===== config.mk =====
export PLATFORM = sky130hd
export DESIGN_NAME = fir_xifu_ex_flat
export DESIGN_NICKNAME = d
export VERILOG_FILES = /design/src/rtl/fir_xifu_pkg.sv /design/src/rtl/cv32e40x_if_xif.sv /design/src/rtl/fir_xifu_regfile.sv /design/src/rtl/fir_xifu_ex.sv /design/src/flat_wrapper.sv
export SDC_FILE = /design/constraint.sdc
export NUM_CORES = 2
export LEC_CHECK = 0
export CAP_MARGIN = 20
export CORE_UTILIZATION = 52
export CTS_CLUSTER_SIZE = 30
export DETAILED_ROUTE_END_ITERATION = 8
export PLACE_DENSITY_LB_ADDON = 0.05
export SETUP_SLACK_MARGIN = 0.05
export SLEW_MARGIN = 20
export SYNTH_ARGS = -nofsm -noshare
export SYNTH_HDL_FRONTEND = slang
export SYNTH_HIERARCHICAL = 1
export SYNTH_SLANG_ARGS = --single-unit

===== constraint.sdc =====
create_clock -name clk_i -period 11.3 [get_ports clk_i]
set_clock_uncertainty 0.2 [all_clocks]
set_input_delay 1.695 -clock clk_i [delete_from_list [all_inputs] [get_ports clk_i]]
set_output_delay 1.695 -clock clk_i [all_outputs]
set_load 0.05 [all_outputs]

===== src/rtl/fir_xifu_pkg.sv =====
// Shared types, widths and helpers for the FIR XIFU coprocessor.
package fir_xifu_pkg;

    localparam int unsigned NB_REGS_DEFAULT = 32;
    localparam int unsigned XLEN            = 32;
    localparam int unsigned X_ID_WIDTH      = 4;
    localparam int unsigned REG_FIELD_W     = 5;

    // INSTR_INVALID must stay all-zero so a reset ID/EX register decodes as a bubble.
    typedef enum logic [1:0] {
        INSTR_INVALID  = 2'b00,
        INSTR_XFIRLW   = 2'b01,
        INSTR_XFIRSW   = 2'b10,
        INSTR_XFIRDOTP = 2'b11
    } instr_t;

    typedef enum logic [1:0] {
        EX_IDLE     = 2'b00,
        EX_MEM_REQ  = 2'b01,
        EX_MEM_WAIT = 2'b10,
        EX_RESULT   = 2'b11
    } ex_state_t;

    typedef struct packed {
        instr_t                  instr;
        logic [XLEN-1:0]         base;
        logic [XLEN-1:0]         offset;
        logic [REG_FIELD_W-1:0]  rs1;
        logic [REG_FIELD_W-1:0]  rs2;
        logic [REG_FIELD_W-1:0]  rd;
        logic [X_ID_WIDTH-1:0]   id;
    } id2ex_t;

    typedef struct packed {
        logic commit;
        logic kill;
    } ctrl2ex_t;

    typedef struct packed {
        logic                  retire;
        logic [X_ID_WIDTH-1:0] id;
    } ex2ctrl_t;

    typedef struct packed {
        logic [X_ID_WIDTH-1:0] id;
        logic [XLEN-1:0]       addr;
        logic                  we;
        logic [3:0]            be;
        logic [XLEN-1:0]       wdata;
    } x_mem_req_t;

    typedef struct packed {
        logic exc;
    } x_mem_resp_t;

    typedef struct packed {
        logic [X_ID_WIDTH-1:0] id;
        logic [XLEN-1:0]       rdata;
    } x_mem_result_t;

    typedef struct packed {
        logic [X_ID_WIDTH-1:0]  id;
        logic [XLEN-1:0]        data;
        logic [REG_FIELD_W-1:0] rd;
        logic                   we;
        logic                   exc;
    } x_result_t;

    // Sum of the two signed 16x16 lane products, wrapping modulo 2^32.
    // Low 32 bits of a product of sign-extended operands equal the signed product.
    function automatic logic [XLEN-1:0] dotp_prod(input logic [XLEN-1:0] a,
                                                  input logic [XLEN-1:0] b);
        logic [XLEN-1:0] a_lo;
        logic [XLEN-1:0] a_hi;
        logic [XLEN-1:0] b_lo;
        logic [XLEN-1:0] b_hi;
        a_lo = {{16{a[15]}}, a[15:0]};
        a_hi = {{16{a[31]}}, a[31:16]};
        b_lo = {{16{b[15]}}, b[15:0]};
        b_hi = {{16{b[31]}}, b[31:16]};
        return XLEN'(a_lo * b_lo) + XLEN'(a_hi * b_hi);
    endfunction

endpackage


===== src/rtl/cv32e40x_if_xif.sv =====
// Minimal XIF bundle: memory request/response, memory result and instruction result channels.
interface cv32e40x_if_xif;
    import fir_xifu_pkg::*;

    logic          mem_valid;
    logic          mem_ready;
    x_mem_req_t    mem_req;
    x_mem_resp_t   mem_resp;

    logic          mem_result_valid;
    x_mem_result_t mem_result;

    logic          result_valid;
    logic          result_ready;
    x_result_t     result;

    modport coproc_mem (
        output mem_valid,
        output mem_req,
        input  mem_ready,
        input  mem_resp
    );

    modport coproc_mem_result (
        input mem_result_valid,
        input mem_result
    );

    modport coproc_result (
        output result_valid,
        output result,
        input  result_ready
    );
endinterface


===== src/rtl/fir_xifu_regfile.sv =====
// XIFU register file: two combinational read ports, one synchronous write port.
module fir_xifu_regfile
    import fir_xifu_pkg::*;
#(
    parameter  int unsigned NB_REGS = NB_REGS_DEFAULT,
    localparam int unsigned IDX_W   = $clog2(NB_REGS)
) (
    input  logic             clk_i,
    input  logic             rst_i,
    input  logic [IDX_W-1:0] raddr_a,
    output logic [XLEN-1:0]  rdata_a,
    input  logic [IDX_W-1:0] raddr_b,
    output logic [XLEN-1:0]  rdata_b,
    input  logic             we,
    input  logic [IDX_W-1:0] waddr,
    input  logic [XLEN-1:0]  wdata
);

    logic [XLEN-1:0] regs_q [NB_REGS];

    // Storage: cleared on reset, single write per cycle.
    always_ff @(posedge clk_i) begin
        if (rst_i) begin
            for (int unsigned i = 0; i < NB_REGS; i++) begin
                regs_q[i] <= '0;
            end
        end else if (we) begin
            regs_q[waddr] <= wdata;
        end
    end

    assign rdata_a = regs_q[raddr_a];
    assign rdata_b = regs_q[raddr_b];

endmodule


===== src/rtl/fir_xifu_ex.sv =====
// FIR XIFU execute stage: runs committed xfirlw/xfirsw/xfirdotp, owns the register file.
module fir_xifu_ex
    import fir_xifu_pkg::*;
#(
    parameter int unsigned NB_REGS = NB_REGS_DEFAULT
) (
    input  logic                              clk_i,
    input  logic                              rst_i,
    input  logic                              clear_i,
    input  id2ex_t                            id2ex_i,
    input  ctrl2ex_t                          ctrl2ex_i,
    cv32e40x_if_xif.coproc_mem                xif_mem_o,
    cv32e40x_if_xif.coproc_mem_result         xif_mem_result_i,
    cv32e40x_if_xif.coproc_result             xif_result_o,
    output ex2ctrl_t                          ex2ctrl_o,
    output logic                              ready_o
);

    localparam int unsigned IDX_W = $clog2(NB_REGS);

    ex_state_t       state_q;
    logic            mem_valid_q;
    x_mem_req_t      mem_req_q;
    logic            result_valid_q;
    x_result_t       result_q;
    // Dot-product accumulate is split: lane products latched at commit,
    // accumulator xreg[rd] read and written back in the first RESULT cycle.
    logic            dotp_pend_q;
    logic [XLEN-1:0] dotp_prod_q;

    logic             instr_valid_c;
    logic             is_dotp_c;
    logic             is_lw_c;
    logic             is_sw_c;
    logic             start_c;
    logic             mem_match_c;
    logic             retire_c;
    logic [XLEN-1:0]  store_wdata_c;
    logic [IDX_W-1:0] rf_raddr_a_c;
    logic [IDX_W-1:0] rf_raddr_b_c;
    logic [XLEN-1:0]  rf_rdata_a_c;
    logic [XLEN-1:0]  rf_rdata_b_c;
    logic             rf_we_c;
    logic [XLEN-1:0]  rf_wdata_c;

    // Instruction decode and event qualification.
    assign instr_valid_c = (id2ex_i.instr != INSTR_INVALID);
    assign is_dotp_c     = (id2ex_i.instr == INSTR_XFIRDOTP);
    assign is_lw_c       = (id2ex_i.instr == INSTR_XFIRLW);
    assign is_sw_c       = (id2ex_i.instr == INSTR_XFIRSW);
    assign start_c       = (state_q == EX_IDLE) && instr_valid_c &&
                           ctrl2ex_i.commit && !ctrl2ex_i.kill;
    assign mem_match_c   = (state_q == EX_MEM_WAIT) && xif_mem_result_i.mem_result_valid &&
                           (xif_mem_result_i.mem_result.id == id2ex_i.id);
    assign retire_c      = (state_q == EX_RESULT) && xif_result_o.result_ready;

    // Decode may advance on a bubble, a kill, or the result handshake.
    assign ready_o = ((state_q == EX_IDLE) && (!instr_valid_c || ctrl2ex_i.kill)) || retire_c;

    // Retire notification to the scoreboard, zero payload when idle.
    always_comb begin
        ex2ctrl_o = '0;
        if (retire_c) begin
            ex2ctrl_o.retire = 1'b1;
            ex2ctrl_o.id     = id2ex_i.id;
        end
    end

    // Register file ports; port A reads the accumulator while the dot-product write is pending.
    assign rf_raddr_a_c = (state_q == EX_RESULT && dotp_pend_q) ? id2ex_i.rd[IDX_W-1:0]
                                                                 : id2ex_i.rs1[IDX_W-1:0];
    assign rf_raddr_b_c = id2ex_i.rs2[IDX_W-1:0];
    assign rf_we_c      = !clear_i && ((state_q == EX_RESULT && dotp_pend_q) ||
                                       (mem_match_c && is_lw_c));
    assign rf_wdata_c   = dotp_pend_q ? (rf_rdata_a_c + dotp_prod_q)
                                      : xif_mem_result_i.mem_result.rdata;

    // Store data: arithmetic right shift, amount carried in the rd field.
    assign store_wdata_c = XLEN'($signed(rf_rdata_b_c) >>> id2ex_i.rd[4:0]);

    fir_xifu_regfile #(
        .NB_REGS (NB_REGS)
    ) u_regfile (
        .clk_i   (clk_i),
        .rst_i   (rst_i),
        .raddr_a (rf_raddr_a_c),
        .rdata_a (rf_rdata_a_c),
        .raddr_b (rf_raddr_b_c),
        .rdata_b (rf_rdata_b_c),
        .we      (rf_we_c),
        .waddr   (id2ex_i.rd[IDX_W-1:0]),
        .wdata   (rf_wdata_c)
    );

    // Execute FSM with registered memory request and result channels.
    always_ff @(posedge clk_i) begin
        if (rst_i) begin
            state_q        <= EX_IDLE;
            mem_valid_q    <= 1'b0;
            mem_req_q      <= '0;
            result_valid_q <= 1'b0;
            result_q       <= '0;
            dotp_pend_q    <= 1'b0;
            dotp_prod_q    <= '0;
        end else if (clear_i) begin
            state_q        <= EX_IDLE;
            mem_valid_q    <= 1'b0;
            result_valid_q <= 1'b0;
            dotp_pend_q    <= 1'b0;
        end else begin
            dotp_pend_q <= 1'b0;
            case (state_q)
                EX_IDLE: begin
                    if (start_c) begin
                        if (is_dotp_c) begin
                            state_q        <= EX_RESULT;
                            dotp_pend_q    <= 1'b1;
                            dotp_prod_q    <= dotp_prod(rf_rdata_a_c, rf_rdata_b_c);
                            result_valid_q <= 1'b1;
                            result_q.id    <= id2ex_i.id;
                            result_q.data  <= '0;
                            result_q.rd    <= id2ex_i.rd;
                            result_q.we    <= 1'b0;
                            result_q.exc   <= 1'b0;
                        end else begin
                            state_q         <= EX_MEM_REQ;
                            mem_valid_q     <= 1'b1;
                            mem_req_q.id    <= id2ex_i.id;
                            mem_req_q.addr  <= id2ex_i.base;
                            mem_req_q.we    <= is_sw_c;
                            mem_req_q.be    <= 4'hF;
                            mem_req_q.wdata <= store_wdata_c;
                        end
                    end
                end
                EX_MEM_REQ: begin
                    if (xif_mem_o.mem_ready) begin
                        mem_valid_q <= 1'b0;
                        if (xif_mem_o.mem_resp.exc) begin
                            state_q        <= EX_RESULT;
                            result_valid_q <= 1'b1;
                            result_q.id    <= id2ex_i.id;
                            result_q.data  <= '0;
                            result_q.rd    <= id2ex_i.rs1;
                            result_q.we    <= 1'b0;
                            result_q.exc   <= 1'b1;
                        end else begin
                            state_q <= EX_MEM_WAIT;
                        end
                    end
                end
                EX_MEM_WAIT: begin
                    if (mem_match_c) begin
                        state_q        <= EX_RESULT;
                        result_valid_q <= 1'b1;
                        result_q.id    <= id2ex_i.id;
                        result_q.data  <= id2ex_i.base + id2ex_i.offset;
                        result_q.rd    <= id2ex_i.rs1;
                        result_q.we    <= 1'b1;
                        result_q.exc   <= 1'b0;
                    end
                end
                EX_RESULT: begin
                    if (xif_result_o.result_ready) begin
                        result_valid_q <= 1'b0;
                        state_q        <= EX_IDLE;
                    end
                end
                default: state_q <= EX_IDLE;
            endcase
        end
    end

    assign xif_mem_o.mem_valid       = mem_valid_q;
    assign xif_mem_o.mem_req         = mem_req_q;
    assign xif_result_o.result_valid = result_valid_q;
    assign xif_result_o.result       = result_q;

endmodule


===== src/flat_wrapper.sv =====
// flat-port wrapper written by rule: the top's interface ports become plain ports
module fir_xifu_ex_flat import fir_xifu_pkg::*;
#(
    parameter int unsigned NB_REGS = NB_REGS_DEFAULT
)
  (clk_i, rst_i, clear_i, id2ex_i, ctrl2ex_i, ex2ctrl_o, ready_o, xif_mem_o_mem_valid, xif_mem_o_mem_req, xif_mem_o_mem_ready, xif_mem_o_mem_resp, xif_mem_result_i_mem_result_valid, xif_mem_result_i_mem_result, xif_result_o_result_valid, xif_result_o_result, xif_result_o_result_ready);
  cv32e40x_if_xif xif_mem_o_i ();
  cv32e40x_if_xif xif_mem_result_i_i ();
  cv32e40x_if_xif xif_result_o_i ();
  input  logic clk_i;
  input  logic rst_i;
  input  logic clear_i;
  input  id2ex_t id2ex_i;
  input  ctrl2ex_t ctrl2ex_i;
  output ex2ctrl_t ex2ctrl_o;
  output logic ready_o;
  output wire logic [$bits(xif_mem_o_i.mem_valid)-1:0] xif_mem_o_mem_valid;
  output wire logic [$bits(xif_mem_o_i.mem_req)-1:0] xif_mem_o_mem_req;
  input wire logic [$bits(xif_mem_o_i.mem_ready)-1:0] xif_mem_o_mem_ready;
  input wire logic [$bits(xif_mem_o_i.mem_resp)-1:0] xif_mem_o_mem_resp;
  input wire logic [$bits(xif_mem_result_i_i.mem_result_valid)-1:0] xif_mem_result_i_mem_result_valid;
  input wire logic [$bits(xif_mem_result_i_i.mem_result)-1:0] xif_mem_result_i_mem_result;
  output wire logic [$bits(xif_result_o_i.result_valid)-1:0] xif_result_o_result_valid;
  output wire logic [$bits(xif_result_o_i.result)-1:0] xif_result_o_result;
  input wire logic [$bits(xif_result_o_i.result_ready)-1:0] xif_result_o_result_ready;
  assign xif_mem_o_mem_valid = xif_mem_o_i.mem_valid;
  assign xif_mem_o_mem_req = xif_mem_o_i.mem_req;
  assign xif_mem_o_i.mem_ready = xif_mem_o_mem_ready;
  assign xif_mem_o_i.mem_resp = xif_mem_o_mem_resp;
  assign xif_mem_result_i_i.mem_result_valid = xif_mem_result_i_mem_result_valid;
  assign xif_mem_result_i_i.mem_result = xif_mem_result_i_mem_result;
  assign xif_result_o_result_valid = xif_result_o_i.result_valid;
  assign xif_result_o_result = xif_result_o_i.result;
  assign xif_result_o_i.result_ready = xif_result_o_result_ready;
  fir_xifu_ex #(.NB_REGS(NB_REGS)) u_core (.clk_i(clk_i), .rst_i(rst_i), .clear_i(clear_i), .id2ex_i(id2ex_i), .ctrl2ex_i(ctrl2ex_i), .xif_mem_o(xif_mem_o_i), .xif_mem_result_i(xif_mem_result_i_i), .xif_result_o(xif_result_o_i), .ex2ctrl_o(ex2ctrl_o), .ready_o(ready_o));
endmodule

==> flow_summary.yaml <==
status:
  status: "finished with violations"
  failed_checks: "DRC"
floorplan:
  die_area_mm2: 0.1678
  die_w_um: 409.7
  initial_core_util_pct: 52.38
  core_mm2: 0.1650
  num_io_pins: 254
  rows: 149
  die_height_um: 409.7
clock_network:
  worstSkewPairLatency_ps: 800
  cts_buffer_depth: 3
  clock_sinks: 1174
  numCtsBuffers: 138
  hold_buffers: 0
  cts_tree: "built"
  cts-root-buf: "clkbuf_16"
  htree_levels: 4
  clk_pin_slew_ps: 60
flow_run:
  drv_cap: 0
grt:
  grt.overflow.total: 0
  antenna_found_initial: 11
  grt_usage_pct: 34.82
  grt_max_degree: 85
  grt_first_pass_wirelength_mm: 430.8
  grt_pass1_vias: 65030
setup_path:
  cp_common_cell: "fa_1"
  cp_max_fo: 24
  cp_slowest_cell: "fa_1"
  crit_type: "input port to flop"
  cp-start-kind: "input port"
  crit_required_ps: 11770
  slowest_delay_ps: 570
  cp-end-kind: "flop"
  crit_arrival_ps: 11330
routing:
  drt-met1-wl_mm: 123.4
  vias: 64270
  drt_pass1_iterations: 8
  drtAntennaViolNets: 0
  highest_layer: "met5"
  drcViolationCount: 96
  first_iter_violations: 6241
  wl_mm: 295.5
  route.met2.wl_mm: 137.1
  routed_via_density: 6.018
  dr_wl_met3_mm: 24.48
  routedWlPerCell_um: 27.66
layout:
  num-fill-cells: 13930
  syn_to_final_growth_pct: 13.84
  drive_above_1_share_pct: 10.11
  fin_area_mm2: 0.09838
  fin_nets: 9288
hold_path:
  holdCritPathClass: "flop to flop"
synth:
  synth-async-reset-ratio_pct: 0
  synth_warnings: 6
  syn-num-nets: 9011
  synth_edf_count: 1024
  ys_seq_elements: 1174
  synth_cell_types: 90
  syn_inst: 8092
  avgSynthCellArea_um2: 10.68
  ys_seq_area_share_pct: 39.06
  synth_flop_cell: "edfxtp_1"
  syn_area_mm2: 0.08642
sta:
  relSlewSlack_pct: 21.17
  drv_slew: 0
  tightest_slew_ps: 1182
  post-route-period-util_pct: 96.14
  setup_viol: 0
  min_period_ps: 10860
  max_freq_ghz: 0.09205
  grt_setup_unrepaired: "no"
  hold_violations: 0
place:
  numPortBuffers: 253
  place_hpwl_mm: 205.6
  placed_area_mm2: 0.09389
  routabilityCongestion: 0.9179
path summary, 6_finish.rpt:
check / startpoint / endpoint / slack, ps / cells past startpoint
max: id2ex_i[15] / u_core/dotp_prod_q[31] / 440 / 33
min: u_core/xif_result_o.result[32] / u_core/xif_result_o.result[32] / 250 / 2
max reg2reg: u_core/state_q[1] / u_core/dotp_prod_q[31] / 550 / 34
min reg2reg: u_core/xif_result_o.result[32] / u_core/xif_result_o.result[32] / 250 / 2
routing by layer:
| metal | up-vias | GRT usage [%] |
|---|---|---|
| met5 | - | 0 |
| met4 | 4 | 11.81 |
| met3 | 550 | 6.048 |
| met2 | 2811 | 56.42 |
| met1 | 32660 | 47.20 |
| li1 | 28250 | - |
cells in the mapped netlist, drive strengths merged (4+ instances only):
cell | count | area share, %
a31oi | 76 | 0.55
mux2i | 1066 | 12
nor3 | 96 | 0.56
inv | 661 | 2.9
xnor2 | 68 | 0.69
and2 | 1243 | 9.0
o22ai | 12 | 0.087
o2111ai | 6 | 0.068
o31a | 4 | 0.041
or2 | 39 | 0.28
buf | 220 | 1.8
edfxtp | 1024 | 36
nor2 | 187 | 1.0
clkbuf | 397 | 1.8
fa | 574 | 13
nand3b | 6 | 0.067
mux2 | 30 | 0.39
a21o | 29 | 0.25
a22oi | 207 | 1.8
nand2b | 35 | 0.26
a22o | 129 | 1.3
xor2 | 32 | 0.32
nor4 | 5 | 0.036
o211ai | 13 | 0.11
a21oi | 346 | 2.0
nor2b | 12 | 0.087
dfxtp | 150 | 3.5
or3b | 4 | 0.046
nand4 | 9 | 0.065
a221oi | 5 | 0.051
or3 | 8 | 0.070
o21ai | 91 | 0.53
a211oi | 30 | 0.27
nand2 | 728 | 3.2
a211o | 8 | 0.081
mux4 | 15 | 0.39
ha | 215 | 3.1
o21bai | 11 | 0.096
o21a | 19 | 0.17
and3 | 13 | 0.094
nand3 | 220 | 1.3
per-stage QoR:
step	util, %	std cells	setup TNS, ps	hold WS, ps	worst slack, ps
6_report	59.63	10680	0	248.8	436.0
2_1_floorplan	-	8092	0	236.2	52.15
5_1_grt	59.61	10670	0	267.5	68.17
3_3_place_gp	56.90	10420	-1114	236.2	-240.0
3_5_place_dp	56.90	10420	-1903	237.9	-362.8
4_1_cts	59.57	10660	0	246.0	369.0
final cells by class:
type                       count  area (µm²)  area share (%)
sequential                  1174       33750           34.31
timing repair buffer         754        7679           7.805
clock inverter                68       646.9          0.6575
inverter                     662        2485           2.526
tap                         2189        2739           2.784
multi-input combinational   5639       47290           48.07
antenna                       14       35.03         0.03561
clock buffer                 180        3745           3.807
layout by cell type (no fill, tap or decap), types with 129 or more instances in the layout:
cell type	Yosys	layout
and2_1	1243	1241
mux2i_1	1066	1066
edfxtp_1	1024	1024
nand2_1	727	725
inv_1	661	661
fa_1	574	574
buf_4	76	390
a21oi_1	346	343
clkdlybuf4s50_1	0	249
nand3_1	218	217
ha_1	215	215
a22oi_1	207	207
nor2_1	163	151
dfxtp_1	150	149
clkbuf_16	0	141
a22o_1	129	129
worst max-delay path, delay by kind of cell:
kind	cells	cell delay [ps]
adders and majority gates	9	4190
muxes	2	580
buffers and inverters	9	1840
and+or+nand+nor	3	390
AOI/OAI and AO/OA	10	2520
sequential cells by signal (all words and copies together) (netlist names):
| register | cells |
|---|---|
| u_core/dotp_pend_q | 1 |
| u_core/dotp_prod_q | 32 |
| u_core/state_q | 2 |
| u_core/u_regfile/regs_q | 1024 |
| u_core/xif_mem_o.mem_req | 70 |
| u_core/xif_mem_o.mem_valid | 1 |
| u_core/xif_result_o.result | 43 |
| u_core/xif_result_o.result_valid | 1 |
logic make-up after synthesis:
family                   count (synthesis)  share of synthesized area [%]
multiplexers                          1111                          13.13
AND/OR/NAND/NOR                       2621                          16.22
XOR/XNOR                               100                          1.014
buffers and inverters                 1279                          6.418
adder cells (fa/ha/maj)                789                          16.41
flip-flops                            1174                          39.06
AO/OA/AOI/OAI                         1018                          7.751
what timing repair did:
item                                    in CTS  in global routing
gates resized for setup                      0                  5
setup buffers                                0                  1
endpoints found under the setup margin       0                  4
Power is not shown: default switching activity piles up to over one toggle a cycle in this logic, so the estimate is an artifact.
